--- config.mk ---
export PLATFORM = sky130hd
export DESIGN_NAME = sw_handshake_driver_flat
export DESIGN_NICKNAME = d
export VERILOG_FILES = /design/src/rtl/sw_handshake_driver_pkg.sv /design/src/rtl/sw_handshake_driver_if.sv /design/src/rtl/sw_handshake_driver_sync_byte_fifo.sv /design/src/rtl/sw_handshake_driver.sv /design/src/flat_wrapper.sv
export SDC_FILE = /design/constraint.sdc
export NUM_CORES = 1
export LEC_CHECK = 0
export CELL_PAD_IN_SITES_DETAIL_PLACEMENT = 1
export CELL_PAD_IN_SITES_GLOBAL_PLACEMENT = 2
export CORE_MARGIN = 3
export CORE_UTILIZATION = 39
export DETAILED_ROUTE_END_ITERATION = 8
export PLACE_DENSITY = 0.87
export SKIP_LAST_GASP = 1
export SLEW_MARGIN = 20
export SYNTH_ARGS = -nofsm -noshare
export SYNTH_HDL_FRONTEND = slang
export SYNTH_SLANG_ARGS = --single-unit
--- constraint.sdc ---
create_clock -name Clock -period 5.5 [get_ports Clock]
set_input_delay 1.65 -clock Clock [delete_from_list [all_inputs] [get_ports Clock]]
set_output_delay 1.65 -clock Clock [all_outputs]
set_load 0.01 [all_outputs]
--- src/rtl/sw_handshake_driver_pkg.sv ---
// sw_handshake_driver_pkg: shared types and sizing helpers for the switch-input handshake driver
package sw_handshake_driver_pkg;
  typedef logic signed [7:0] byte_t;
  typedef enum logic [2:0] {IDLE, SETUP, HI, LO, WAIT} hs_state_t;
  function automatic int cnt_width(input int n);
    return n < 2 ? 1 : $clog2(n);
  endfunction
  function automatic int max4(input int a, input int b, input int c, input int d);
    int m;
    m = a > b ? a : b;
    m = c > m ? c : m;
    return d > m ? d : m;
  endfunction
endpackage

--- src/rtl/sw_handshake_driver_if.sv ---
// sw_handshake_driver_if: host-side byte stream, picomips switch/LED lines and status
interface sw_handshake_driver_if;
  import sw_handshake_driver_pkg::*;
  byte_t InData;
  logic  InValid;
  logic  InReady;
  byte_t SWData;
  logic  Handshake;
  byte_t LED;
  byte_t Result;
  logic  ResultValid;
  logic  Busy;
  modport master (output InData, InValid, LED, input InReady, SWData, Handshake, Result, ResultValid, Busy);
  modport slave  (input InData, InValid, LED, output InReady, SWData, Handshake, Result, ResultValid, Busy);
endinterface

--- src/rtl/sw_handshake_driver_sync_byte_fifo.sv ---
// sync_byte_fifo: single-clock byte FIFO, registered pointers and count, no fall-through
module sync_byte_fifo import sw_handshake_driver_pkg::*; #(
  parameter int DEPTH = 4
) (
  input  logic                       i_clk,
  input  logic                       i_rst_n,
  input  logic                       i_push,
  input  logic                       i_pop,
  input  byte_t                      i_data,
  output byte_t                      o_data,
  output logic                       o_full,
  output logic                       o_empty,
  output logic [$clog2(DEPTH):0]     o_count
);
  localparam int AW = $clog2(DEPTH);
  localparam int CW = AW + 1;
  byte_t         r_mem [DEPTH];
  logic [AW-1:0] r_wr;
  logic [AW-1:0] r_rd;
  logic [CW-1:0] r_cnt;
  // Storage write; contents need no reset since the count gates every read
  always_ff @(posedge i_clk)
    if (i_push) r_mem[r_wr] <= i_data;
  // Pointers wrap naturally at DEPTH; count nets push against pop
  always_ff @(posedge i_clk)
    if (!i_rst_n) begin
      r_wr  <= '0;
      r_rd  <= '0;
      r_cnt <= '0;
    end else begin
      r_wr  <= i_push ? r_wr + AW'(1) : r_wr;
      r_rd  <= i_pop ? r_rd + AW'(1) : r_rd;
      r_cnt <= r_cnt + CW'(i_push) - CW'(i_pop);
    end
  assign o_data  = r_mem[r_rd];
  assign o_full  = r_cnt == CW'(DEPTH);
  assign o_empty = r_cnt == '0;
  assign o_count = r_cnt;
endmodule

--- src/rtl/sw_handshake_driver.sv ---
// sw_handshake_driver: paces buffered host bytes onto SW[7:0] with a timed SW[8] pulse; SW_HANDSHAKE_DRIVER_RESULT_CAPTURE_EN adds LED capture
module sw_handshake_driver import sw_handshake_driver_pkg::*; #(
  parameter int DEPTH        = 4,
  parameter int SETUP_CYCLES = 1,
  parameter int HI_CYCLES    = 8,
  parameter int LO_CYCLES    = 8,
  parameter int RESULT_WAIT  = 16
) (
  input logic                  Clock,
  input logic                  nReset,
  sw_handshake_driver_if.slave bus
);
  localparam int CW = cnt_width(max4(SETUP_CYCLES, HI_CYCLES, LO_CYCLES, RESULT_WAIT));
  typedef logic [CW-1:0] cnt_t;
  hs_state_t               r_state;
  cnt_t                    r_cnt;
  byte_t                   r_sw;
  logic                    r_hs;
  byte_t                   w_head;
  logic                    w_full;
  logic                    w_empty;
  logic [$clog2(DEPTH):0]  w_count;
  logic                    w_push;
  logic                    w_pop;
  logic                    w_zero;
  assign w_push = bus.InValid & ~w_full;
  assign w_pop  = r_state == IDLE && !w_empty;
  assign w_zero = r_cnt == '0;
  sync_byte_fifo #(.DEPTH(DEPTH)) u_fifo (
    .i_clk   (Clock),
    .i_rst_n (nReset),
    .i_push  (w_push),
    .i_pop   (w_pop),
    .i_data  (bus.InData),
    .o_data  (w_head),
    .o_full  (w_full),
    .o_empty (w_empty),
    .o_count (w_count)
  );
  // Phase sequencer: one shared down-counter reloaded on every phase change
  always_ff @(posedge Clock)
    if (!nReset) begin
      r_state <= IDLE;
      r_cnt   <= '0;
      r_sw    <= '0;
      r_hs    <= 1'b0;
    end else begin
      r_cnt <= r_cnt - cnt_t'(1);
      case (r_state)
        IDLE:  if (w_pop) begin
          r_sw    <= w_head;
          r_cnt   <= cnt_t'(SETUP_CYCLES - 1);
          r_state <= SETUP;
        end
        SETUP: if (w_zero) begin
          r_hs    <= 1'b1;
          r_cnt   <= cnt_t'(HI_CYCLES - 1);
          r_state <= HI;
        end
        HI:    if (w_zero) begin
          r_hs    <= 1'b0;
          r_cnt   <= cnt_t'(LO_CYCLES - 1);
          r_state <= LO;
        end
`ifdef SW_HANDSHAKE_DRIVER_RESULT_CAPTURE_EN
        LO:    if (w_zero) begin
          r_cnt   <= cnt_t'(RESULT_WAIT - 1);
          r_state <= WAIT;
        end
        WAIT:  if (w_zero) r_state <= IDLE;
`else
        LO:    if (w_zero) r_state <= IDLE;
`endif
        default: r_state <= IDLE;
      endcase
    end
  assign bus.InReady   = ~w_full;
  assign bus.SWData    = r_sw;
  assign bus.Handshake = r_hs;
  assign bus.Busy      = r_state != IDLE || w_count != '0;
`ifdef SW_HANDSHAKE_DRIVER_RESULT_CAPTURE_EN
  byte_t r_res;
  logic  r_rv;
  // Sample LED as the settle wait expires and flag it for exactly one cycle
  always_ff @(posedge Clock)
    if (!nReset) begin
      r_res <= '0;
      r_rv  <= 1'b0;
    end else begin
      r_rv  <= r_state == WAIT && w_zero;
      r_res <= r_state == WAIT && w_zero ? bus.LED : r_res;
    end
  assign bus.Result      = r_res;
  assign bus.ResultValid = r_rv;
`else
  logic w_unused_led;
  assign w_unused_led    = ^bus.LED;
  assign bus.Result      = '0;
  assign bus.ResultValid = 1'b0;
`endif
endmodule

--- src/flat_wrapper.sv ---
// flat-port wrapper written by rule: the top's interface ports become plain ports
module sw_handshake_driver_flat import sw_handshake_driver_pkg::*;
#(
  parameter int DEPTH        = 4,
  parameter int SETUP_CYCLES = 1,
  parameter int HI_CYCLES    = 8,
  parameter int LO_CYCLES    = 8,
  parameter int RESULT_WAIT  = 16
)
  (Clock, nReset, bus_InData, bus_InValid, bus_LED, bus_InReady, bus_SWData, bus_Handshake, bus_Result, bus_ResultValid, bus_Busy);
  sw_handshake_driver_if bus_i ();
  input logic Clock;
  input logic nReset;
  input wire logic [$bits(bus_i.InData)-1:0] bus_InData;
  input wire logic [$bits(bus_i.InValid)-1:0] bus_InValid;
  input wire logic [$bits(bus_i.LED)-1:0] bus_LED;
  output wire logic [$bits(bus_i.InReady)-1:0] bus_InReady;
  output wire logic [$bits(bus_i.SWData)-1:0] bus_SWData;
  output wire logic [$bits(bus_i.Handshake)-1:0] bus_Handshake;
  output wire logic [$bits(bus_i.Result)-1:0] bus_Result;
  output wire logic [$bits(bus_i.ResultValid)-1:0] bus_ResultValid;
  output wire logic [$bits(bus_i.Busy)-1:0] bus_Busy;
  assign bus_i.InData = bus_InData;
  assign bus_i.InValid = bus_InValid;
  assign bus_i.LED = bus_LED;
  assign bus_InReady = bus_i.InReady;
  assign bus_SWData = bus_i.SWData;
  assign bus_Handshake = bus_i.Handshake;
  assign bus_Result = bus_i.Result;
  assign bus_ResultValid = bus_i.ResultValid;
  assign bus_Busy = bus_i.Busy;
  sw_handshake_driver #(.DEPTH(DEPTH), .SETUP_CYCLES(SETUP_CYCLES), .HI_CYCLES(HI_CYCLES), .LO_CYCLES(LO_CYCLES), .RESULT_WAIT(RESULT_WAIT)) u_core (.Clock(Clock), .nReset(nReset), .bus(bus_i));
endmodule
==> impl_metrics.py <==
metrics = {
    "clock_tree": {
        "cts_made_buffers": 5,
        "htree_levels": 2,
        "cts_tree": "yes",
        "post_cts_resized": 0,
        "cts.sinks": 54,
        "cts_buffer_depth": 2,
        "clk_pin_slew_worst_paths_ps": 110,
        "postCtsHoldBufs": 0,
        "cts_setup_buffers": 0,
        "cts-root-buf": "clkbuf_8",
        "clk_latency_ps": 310,
    },
    "worst_hold_path": {
        "hold_end": "u_core.bus.SWData[5]",
        "hold_depth": 2,
        "min_from": "u_core.bus.SWData[5]",
        "min_path_type": "flop to flop",
    },
    "critical_path": {
        "slowest_stage": "or4b_4",
        "r2r_start": "u_core.r_state[1]",
        "reg2reg_depth": 11,
        "cp-start-kind": "flop",
        "crit_arrival_ps": 1980,
        "crit_fanout": 4,
        "slowest_delay_ps": 500,
        "crit_chain": "inv_1 > ha_1 > or4b_4 > clkdlybuf4s50_1",
        "worstSetupPathType": "flop to output port",
        "cp-end-kind": "output port",
        "reg2reg_setup_slack_ps": 3040,
        "required_ps": 3850,
        "r2r_end": "u_core.u_fifo.o_count[2]",
    },
    "drt": {
        "drc": 0,
        "wl_per_cell_um": 16.9,
        "final_antenna_net_count": 0,
        "dr.max_layer_used": "met4",
        "viasPerCell": 5.14,
        "first_pass_iters": 4,
        "wl_met3_um": 165,
        "dr.first_iter.drc_count": 72,
        "wl_met1_um": 1950,
        "wl_met2_um": 2270,
        "drt-total-wl_um": 4460,
        "vias": 1358,
    },
    "timing": {
        "finalHoldViolations": 0,
        "fin_crit_sh_pct": 66.1,
        "slew_violations": 0,
        "layout_setup_ws_ps": 1870,
        "min_period_ps": 3630,
        "max_freq_mhz": 275,
        "finalSetupTns_ps": 0,
        "rsz0062_at_grt": "no",
        "setup_viol": 0,
        "clock_skew_ps": 9.16,
        "tightestPinTransition_ps": 625,
        "max_slew_margin_pct": 58.3,
    },
    "synth": {
        "postSynthRegisterBits": 54,
        "synth_area_um2": 2320,
        "synth_common_cells": "32 x edfxtp_1, 22 x dfxtp_1, 14 x inv_1",
        "synth_top_area_share_pct": 41.4,
        "yosys.area.top_type": "edfxtp_1",
        "synth_warnings": 0,
        "ys_types": 35,
        "yosys-top-cells-area": "edfxtp_1 41%, dfxtp_1 19%, mux4_2 7.8%, ha_1 5.9%, o2bb2ai_1 3.0%",
        "async_flop_share_pct": 0,
        "yosysMostFrequentCell": "edfxtp_1",
        "synth-edff-count": 32,
        "synth-main-ff-cell": "edfxtp_1",
        "ys_seq_area_share_pct": 60.3,
        "synth_cells": 170,
        "synth_area_per_cell_um2": 13.7,
    },
    "placed_design": {
        "portBuffers": 21,
        "gp_congestion": 0.726,
        "dp_slack_ps": 1880,
        "post-dp-hpwl_um": 3370,
        "dpl.cell_count": 256,
    },
    "finish": {
        "syn_to_final_growth_pct": 14.3,
        "drive_gt1_share_pct": 11.5,
        "final_cells": 264,
        "fill_cells": 577,
        "diodes": 0,
        "nNetsFinal": 222,
    },
    "grt": {
        "overflow": 0,
        "grt_use_total_pct": 13.9,
        "grt_max_degree": 20,
        "grt_pass1_vias": 1558,
        "antenna_found_initial": 0,
        "grt_pass1_wl_um": 7610,
    },
    "run": {
        "drv_cap": 0,
    },
    "die": {
        "die_y_um": 83.2,
        "rows": 27,
        "core-area_um2": 5640,
        "die_x_um": 83.2,
        "io-pin-count": 39,
        "floorplan.initialDensity_pct": 41.2,
        "dieArea_um2": 6920,
    },
    "pwr": {
        "cellLeakagePower_nw": 0.948,
        "power_density_nw_per_um2": 507,
        "ir_worst_vdd_uv": 204,
    },
    "run_status": {
        "status": "finished clean",
    },
}
## report_power, final
| group | internal, W | switching, W | total (W) |
|---|---|---|---|
| registers | 0.000519 | 0.0000759 | 0.000595 |
| logic | 0.000268 | 0.000251 | 0.000519 |
| clock network | 0.0000940 | 0.000139 | 0.000233 |
## state kept, by name (all words and copies together), names as in the netlist
signal                 cells
u_core.u_fifo.r_rd         2
u_core.u_fifo.o_count      3
u_core.bus.Handshake       1
u_core.u_fifo.r_wr         2
u_core.r_state             2
u_core.r_cnt               4
u_core.u_fifo.r_mem       32
u_core.bus.SWData          8
## placed cells by master (no fill, tap or decap), drive strengths merged
master and instances:
dfxtp 22, a211o 1, xnor2 3, clkinv 1, mux2i 2, nand2 12
conb 9, or3b 1, ha 11, clkbuf 5, or4b 1, o2bb2ai 8
o21ai 4, clkdlybuf4s50 21, fa 1, and3 4, nand3 2, and2 4
a21boi 1, a211oi 2, o211ai 1, inv 16, mux4 8, nor3b 2
nor3 3, o311ai 1, xor2 2, nor2 5, edfxtp 32, o32ai 2
o31a 1, a21oi 4
## metal layers
| layer | vias to the layer above | GRT usage (%) |
|---|---|---|
| met4 | 0 | 5.50 |
| met3 | 8 | 3.08 |
| met1 | 675 | 16.9 |
| li1 | 645 | - |
| met5 | - | 0 |
| met2 | 30 | 23.8 |
## per-stage QoR
stage | instance area, um2 | util, % | hold slack (ps) | total power, W
2_1_floorplan | 2350 | - | 457 | 0.000952
3_3_place_gp | 2560 | 45.4 | 453 | 0.00109
3_5_place_dp | 2560 | 45.4 | 464 | 0.00113
4_1_cts | 2660 | 47.1 | 479 | 0.00137
5_1_grt | 2660 | 47.1 | 500 | 0.00145
6_report | 2660 | 47.1 | 475 | 0.00135
## final cells by class
cell class	count	area [um2]	area share (%)
Clock buffer	5	68.8	2.59
Sequential cell	54	1400	52.8
Tap cell	72	90.1	3.39
Clock inverter	3	26.3	0.990
Multi-Input combinational cell	95	806	30.3
Inverter	14	52.6	1.98
Timing Repair Buffer	21	210	7.92
## logic make-up (layout without fill, tap and decap cells)
family / Yosys count / in the layout / synth area share, %
xor+xnor: 5 / 5 / 1.89
mux: 10 / 10 / 8.62
fa+ha+maj: 12 / 12 / 6.79
compound gates: 25 / 25 / 8.19
other cells: 1 / 9 / 0.161
buf+inv: 29 / 43 / 6.25
flops: 54 / 54 / 60.3
simple gates: 34 / 34 / 7.76
## worst max-delay path, delay by kind of cell, from the launching register on
kind | cells | cell delay (ps)
simple gates | 1 | 500
fa+ha+maj | 1 | 220
buf+inv | 2 | 590
flops | 1 | 350
## worst max-delay path by stage
stage                                   from                       end  slack [ps]
detailed placement               bus_InValid  u_core.u_fifo.o_count[2]        1880
global placement                 bus_InValid  u_core.u_fifo.o_count[2]        1990
finish                     u_core.r_state[1]                  bus_Busy        1870
floorplan                        bus_InValid  u_core.u_fifo.o_count[2]        2640
global route        u_core.u_fifo.o_count[2]               bus_InReady        1740
CTS                        u_core.r_state[1]                  bus_Busy        1860
(Power assumes the default switching activity.)
